### src/rtl/ahb_defs.sv
// Shared AHB encodings and small helpers used by the round-robin arbiter.
package ahb_defs;

  localparam logic [1:0] HTRANS_IDLE   = 2'd0;
  localparam logic [1:0] HTRANS_BUSY   = 2'd1;
  localparam logic [1:0] HTRANS_NONSEQ = 2'd2;
  localparam logic [1:0] HTRANS_SEQ    = 2'd3;

  localparam logic [2:0] HBURST_SINGLE = 3'd0;
  localparam logic [2:0] HBURST_INCR   = 3'd1;
  localparam logic [2:0] HBURST_WRAP4  = 3'd2;
  localparam logic [2:0] HBURST_INCR4  = 3'd3;
  localparam logic [2:0] HBURST_WRAP8  = 3'd4;
  localparam logic [2:0] HBURST_INCR8  = 3'd5;
  localparam logic [2:0] HBURST_WRAP16 = 3'd6;
  localparam logic [2:0] HBURST_INCR16 = 3'd7;

  localparam logic [1:0] HRESP_OKAY  = 2'd0;
  localparam logic [1:0] HRESP_ERROR = 2'd1;
  localparam logic [1:0] HRESP_RETRY = 2'd2;
  localparam logic [1:0] HRESP_SPLIT = 2'd3;

  typedef enum logic [1:0] {
    ST_DEFAULT = 2'd0,
    ST_OWN     = 2'd1,
    ST_BURST   = 2'd2,
    ST_LOCK    = 2'd3
  } arb_state_e;

  // Number of beats in a fixed-length burst; undefined-length INCR counts as one.
  function automatic logic [4:0] burst_len(input logic [2:0] hburst);
    case (hburst)
      HBURST_WRAP4, HBURST_INCR4:   burst_len = 5'd4;
      HBURST_WRAP8, HBURST_INCR8:   burst_len = 5'd8;
      HBURST_WRAP16, HBURST_INCR16: burst_len = 5'd16;
      default:                      burst_len = 5'd1;
    endcase
  endfunction

  // Index of the set bit in a one-hot vector (zero when the vector is empty).
  function automatic logic [3:0] onehot_idx(input logic [15:0] oh);
    onehot_idx = 4'd0;
    for (int i = 0; i < 16; i++) begin
      if (oh[i]) onehot_idx = onehot_idx | 4'(i);
    end
  endfunction

endpackage

### src/rtl/ahb_arb_rr_pick.sv
// Combinational round-robin picker: first requester strictly after ptr, wrapping.
module ahb_arb_rr_pick #(
  parameter int NUM_MST = 4
) (
  input  logic [NUM_MST-1:0] req,
  input  logic [3:0]         ptr,
  output logic [NUM_MST-1:0] gnt,
  output logic               valid
);

  logic [4:0]           shamt;
  logic [NUM_MST-1:0]   req_rot;
  logic [NUM_MST-1:0]   gnt_rot;
  logic [2*NUM_MST-1:0] gnt_dbl;

  // Rotate so ptr+1 lands on bit 0, take the lowest set bit, rotate back.
  always_comb begin
    shamt   = {1'b0, ptr} + 5'd1;
    req_rot = NUM_MST'({req, req} >> shamt);
    gnt_rot = req_rot & (-req_rot);
    gnt_dbl = {{NUM_MST{1'b0}}, gnt_rot} << shamt;
    gnt     = gnt_dbl[NUM_MST-1:0] | gnt_dbl[2*NUM_MST-1:NUM_MST];
    valid   = |req;
  end

endmodule

### src/rtl/ahb_arbiter_rr.sv
// Round-robin AHB arbiter: registered one-hot grant, address-phase owner and
// lock tracking, with a beat counter so fixed-length bursts are never split.
module ahb_arbiter_rr
  import ahb_defs::*;
#(
  parameter int NUM_MST     = 4,
  parameter int DEFAULT_MST = 0
) (
  input  logic               HRESETn,
  input  logic               HCLK,
  input  logic [NUM_MST-1:0] HBUSREQ,
  input  logic [NUM_MST-1:0] HLOCK,
  input  logic [1:0]         HTRANS,
  input  logic [2:0]         HBURST,
  input  logic               HREADY,
  input  logic [1:0]         HRESP,
  output logic [NUM_MST-1:0] HGRANT,
  output logic [3:0]         HMASTER,
  output logic               HMASTLOCK
);

  localparam logic [NUM_MST-1:0] DEF_GNT = NUM_MST'(1) << DEFAULT_MST;
  localparam logic [3:0]         DEF_IDX = 4'(DEFAULT_MST);

  logic [NUM_MST-1:0] hgrant_q, hgrant_d;
  logic [3:0]         hmaster_q, hmaster_d;
  logic               hmastlock_q, hmastlock_d;
  logic [3:0]         beat_cnt_q, beat_cnt_d;
  logic [3:0]         rr_ptr_q, rr_ptr_d;
  arb_state_e         state_q, state_d;

  logic [3:0]         owner_idx;
  logic               owner_req;
  logic               owner_lock;
  logic               lock_cond;
  logic               arb_ok;
  logic [NUM_MST-1:0] req_others;
  logic [NUM_MST-1:0] pick_gnt;
  logic               pick_valid;

  // Error responses need no special handling: the following IDLE re-arbitrates.
  logic hresp_unused;
  assign hresp_unused = ^HRESP;

  assign HGRANT    = hgrant_q;
  assign HMASTER   = hmaster_q;
  assign HMASTLOCK = hmastlock_q;

  // Current grant holder and its request/lock inputs.
  always_comb begin
    owner_idx  = onehot_idx(16'(hgrant_q));
    owner_req  = |(HBUSREQ & hgrant_q);
    owner_lock = |(HLOCK & hgrant_q);
    lock_cond  = owner_lock | hmastlock_q;
    req_others = HBUSREQ & ~hgrant_q;
  end

  // Beats remaining in the current fixed-length burst.
  // NOTE: every always_comb output gets a default first so no path infers a latch.
  always_comb begin
    beat_cnt_d = beat_cnt_q;
    if (HREADY) begin
      case (HTRANS)
        HTRANS_IDLE:   beat_cnt_d = 4'd0;
        HTRANS_NONSEQ: beat_cnt_d = 4'(burst_len(HBURST) - 5'd1);
        HTRANS_SEQ:    beat_cnt_d = (beat_cnt_q == 4'd0) ? 4'd0 : beat_cnt_q - 4'd1;
        default:       beat_cnt_d = beat_cnt_q;
      endcase
    end
  end

  // Re-arbitration point: bus idle, last beat of a burst, undefined-length
  // burst, or an owner that has withdrawn its request -- never while locked.
  always_comb begin
    arb_ok = 1'b0;
    if (HREADY && !lock_cond) begin
      if (HTRANS == HTRANS_IDLE)
        arb_ok = 1'b1;
      else if ((HTRANS == HTRANS_NONSEQ || HTRANS == HTRANS_SEQ) && beat_cnt_d == 4'd0)
        arb_ok = 1'b1;
      else if (HBURST == HBURST_INCR && HTRANS != HTRANS_BUSY)
        arb_ok = 1'b1;
      else if (!owner_req && HTRANS != HTRANS_SEQ && HTRANS != HTRANS_BUSY)
        arb_ok = 1'b1;
    end
  end

  // The owner is excluded from the scan, so it only keeps the bus when alone.
  ahb_arb_rr_pick #(
    .NUM_MST (NUM_MST)
  ) u_pick (
    .req   (req_others),
    .ptr   (rr_ptr_q),
    .gnt   (pick_gnt),
    .valid (pick_valid)
  );

  // Next grant, round-robin pointer and address-phase ownership.
  always_comb begin
    hgrant_d    = hgrant_q;
    rr_ptr_d    = rr_ptr_q;
    hmaster_d   = hmaster_q;
    hmastlock_d = hmastlock_q;
    if (arb_ok) begin
      if (pick_valid) begin
        hgrant_d = pick_gnt;
        rr_ptr_d = onehot_idx(16'(pick_gnt));
      end else if (owner_req) begin
        rr_ptr_d = owner_idx;
      end else begin
        hgrant_d = DEF_GNT;
      end
    end
    if (HREADY) begin
      hmaster_d   = owner_idx;
      hmastlock_d = owner_lock;
    end
  end

  // Arbiter state: a locked sequence is only left through a re-arbitration point.
  always_comb begin
    state_d = state_q;
    if (state_q == ST_LOCK && !arb_ok)
      state_d = ST_LOCK;
    else if (hmastlock_d || (|(HLOCK & hgrant_d)))
      state_d = ST_LOCK;
    else if (beat_cnt_d != 4'd0)
      state_d = ST_BURST;
    else if (hgrant_d == DEF_GNT && !(|HBUSREQ))
      state_d = ST_DEFAULT;
    else
      state_d = ST_OWN;
  end

  // State registers; reset returns the bus to the default master at once.
  // NOTE: sequential state uses non-blocking assignments so all flops update together.
  always_ff @(posedge HCLK or negedge HRESETn) begin
    if (!HRESETn) begin
      hgrant_q    <= DEF_GNT;
      hmaster_q   <= DEF_IDX;
      hmastlock_q <= 1'b0;
      beat_cnt_q  <= 4'd0;
      rr_ptr_q    <= DEF_IDX;
      state_q     <= ST_DEFAULT;
    end else begin
      hgrant_q    <= hgrant_d;
      hmaster_q   <= hmaster_d;
      hmastlock_q <= hmastlock_d;
      beat_cnt_q  <= beat_cnt_d;
      rr_ptr_q    <= rr_ptr_d;
      state_q     <= state_d;
    end
  end

endmodule

### config.mk
export PLATFORM = sky130hd
export DESIGN_NAME = ahb_arbiter_rr
export DESIGN_NICKNAME = d
export VERILOG_FILES = /design/src/rtl/ahb_defs.sv /design/src/rtl/ahb_arb_rr_pick.sv /design/src/rtl/ahb_arbiter_rr.sv
export SDC_FILE = /design/constraint.sdc
export NUM_CORES = 1
export LEC_CHECK = 0
export ABC_CLOCK_PERIOD_IN_PS = 2350
export BUFFER_PORTS_ARGS = -buffer_cell sky130_fd_sc_hd__buf_2
export CAP_MARGIN = 20
export CELL_PAD_IN_SITES_DETAIL_PLACEMENT = 1
export CELL_PAD_IN_SITES_GLOBAL_PLACEMENT = 2
export CORE_MARGIN = 1
export CORE_UTILIZATION = 30
export DETAILED_ROUTE_END_ITERATION = 10
export GPL_TIMING_DRIVEN = 0
export HOLD_SLACK_MARGIN = 0.15
export PLACE_DENSITY = 0.75
export SYNTH_ARGS = -nofsm -noshare
export SYNTH_HDL_FRONTEND = slang
export SYNTH_SLANG_ARGS = --single-unit
### constraint.sdc
create_clock -name HCLK -period 2.35 [get_ports HCLK]
set_input_delay 0.3525 -clock HCLK [delete_from_list [all_inputs] [get_ports HCLK]]
set_output_delay 0.3525 -clock HCLK [all_outputs]
set_load 0.01 [all_outputs]
==> impl_metrics.tcl <==
set metrics [dict create \
    run_status "finished clean" \
    wl_per_cell_um 14.8 \
    cts_buffer_depth 2 \
    synth_edf_count 0 \
    endpoint "HGRANT[2]" \
    layout-drive-gt1-share 0.242 \
    die_area_um2 3870 \
    cts_tree "done" \
    power_density_nw_per_um2 1090 \
    ff2ff_path_depth 8 \
    worstPathMaxFanout 5 \
    gp_congestion 0.834 \
    vias 1115 \
    synthArstFlopShare 1.00 \
    syn_avg_cell_area_um2 8.12 \
    reg2reg_slack_ns 0.17 \
    syn_inst 134 \
    fin_crit_ns 2.18 \
    drtIter0Drc 52 \
    critPathCaptureType "flop" \
    overflow 0 \
    clk_latency_ns 0.28 \
    nNetsFinal 183 \
    crit_path_start "beat_cnt_q[0]" \
    critPathTopFamily "compound AO/OA/AOI/OAI gates" \
    hold_path.class "input port to flop" \
    p_leak_nw 0.561 \
    yosysTopAreaCellShare 0.276 \
    synth_seq_cells 13 \
    h-tree-depth 1 \
    cp.depth 8 \
    io_pins 27 \
    hold_ws_ns 0.430 \
    fmax_mhz 458 \
    yosysTopAreaCell "dfrtp_1" \
    skew_ns 0.00402 \
    track_usage 0.177 \
    yosysWarnings 0 \
    fill_cells 446 \
    hold_viol_final 0 \
    cpPeakStageDelay_ns 0.42 \
    grt_pass1_wl_um 5540 \
    drt_wl_total_um 3070 \
    finalSetupViolations 0 \
    antenna_left 0 \
    syn_to_final_growth_pct 20.1 \
    slew-limit-headroom 0.657 \
    grt_pass1_vias 1192 \
    cts-buffers-inserted 3 \
    final_max_slew_viol_count 0 \
    fp-row-count 21 \
    r2r-end "HGRANT[2]" \
    tns_ns 0 \
    crit_slowest_cell "dfrtp_1" \
    crit_chain "inv_1, ha_1, nand2b_4, o2111a_1, a221o_1, o31a_1, or2_2, o2bb2ai_1" \
    yosys_most_used_dff "dfrtp_1" \
    grt_max_degree 14 \
    synth-seq-area-share 0.300 \
    antenna_cells 0 \
    grt_antenna_before_repair 0 \
    cap_violations 0 \
    rsz0062_at_grt "no" \
    final-seq-area_um2 327 \
    startpoint_type "flop" \
    mostFrequentLayoutCells "23 x buf_2, 13 x nor2_1, 12 x dfrtp_1, 12 x nand2_1, 10 x a21oi_1" \
    die_w_um 62.2 \
    worst_pin_slew_ns 0.510 \
    crit-reg2reg-launch "beat_cnt_q[0]" \
    crit_buf_inv 1 \
    cp.required_ns 2.55 \
    start_util 0.319 \
    dp_hpwl_um 2490 \
    synth.distinct_cells 47 \
    clk_transition_reported_paths_ns 0.08 \
    drc 0 \
    multi_input_area_um2 714 \
    clockRootBuffer "clkbuf_4" \
    syn-cell-area_um2 1090 \
    setup_slack_ns 0.167 \
    fin_crit_sh 0.929 \
    crit_type "flop to flop" \
    synthTopCellsByArea "dfrtp_1 28%, a21oi_1 4.6%, nor2_1 4.5%" \
    vias_per_cell 5.39 \
    die_y_um 62.2 \
    place_worst_setup_slack_ns 0.0199 \
    core_area_um2 3420 \
    firstDrtPassIters 4 \
    final_common_cell "buf_2" \
    critPathArrivalTime_ns 2.38 \
    vdd_drop_max_v 0.000420 \
    io_buffer_count 21 \
    p_total_mw 1.43 \
    cts.sinks 13 \
]
[per-stage QoR]
step | utilization | area [um^2] | cells
3_3_place_gp | 0.367 | 1250 | 202
4_1_cts | 0.378 | 1290 | 207
6_report | 0.383 | 1310 | 207
2_1_floorplan | - | 1090 | 135
3_5_place_dp | 0.367 | 1250 | 202
5_1_grt | 0.383 | 1310 | 207
[routing by layer]
| layer | vias to the layer above | share of wire | GRT usage |
|---|---|---|---|
| met5 | - | 0 | 0 |
| met4 | 0 | 0.010 | 0.0523 |
| met3 | 4 | 0.044 | 0.0239 |
| met2 | 32 | 0.44 | 0.287 |
| met1 | 529 | 0.50 | 0.243 |
| li1 | 550 | - | - |
[worst min path at each step]
stage | from | endpoint | cells after the start
global route | HLOCK[2] | HMASTLOCK | 3
floorplan | HRESETn | HGRANT[1] | 0
detailed placement | HRESETn | HGRANT[2] | 1
global placement | HRESETn | HGRANT[2] | 1
finish | HLOCK[2] | HMASTLOCK | 3
CTS | HLOCK[2] | HMASTLOCK | 3
[registers in the layout (all words and copies together) (netlist names)]
signal and flops:
HGRANT 4, HMASTER 2, HMASTLOCK 1, beat_cnt_q 4
rr_ptr_q 2
[cells in the mapped netlist (2+ instances only)]
master,instances
nor2_1,13
dfrtp_1,12
nand2_1,12
a21oi_1,10
o21ai_0,9
inv_1,7
nand2b_1,5
nor2b_1,5
nor3_1,4
nor4_1,4
clkbuf_1,3
ha_1,3
nand3_1,3
o2bb2ai_1,3
a22o_1,2
a22oi_1,2
a31oi_1,2
buf_2,2
buf_4,2
mux2i_1,2
mux4_2,2
nand3b_1,2
[final cells by class]
type	count	share of cell area
inverter	7	0.0201
timing repair buffer	23	0.0938
multi-input combinational	108	0.546
buffer	6	0.0249
sequential	13	0.250
clock inverter	1	0.00383
clock buffer	3	0.0172
tap	46	0.0440
[where the power goes]
group | leakage (nW) | switching (mW) | total [mW] | internal, mW
Combinational | 0.385 | 0.482 | 0.856 | 0.374
Clock | 0.0177 | 0.0764 | 0.139 | 0.0631
Sequential | 0.159 | 0.118 | 0.432 | 0.314
Total | 0.561 | 0.676 | 1.43 | 0.752
[cells by family (layout without fill, tap and decap cells)]
logic type,count (synthesis),after routing,synth area share
AOI/OAI and AO/OA,46,46,0.292
xor gates and xnor gates,1,1,0.00805
adders and majority gates,3,3,0.0345
buffers and inverters,14,40,0.0575
DFF,13,13,0.300
muxes,4,4,0.0598
other,1,2,0.00344
and+or+nand+nor,52,52,0.245
[worst min-delay path, stage by stage]
cell and delay (ns):
buf_2 0.08, a221oi_1 0.08, a21oi_1 0.15
[what timing repair did]
action,4_1_cts,5_1_grt
hold buffers,1,0
setup endpoints to repair,0,5
gates resized for setup,0,3
buffers inserted,0,1
endpoints found under the hold margin,12,0
(Power assumes the default switching activity.)
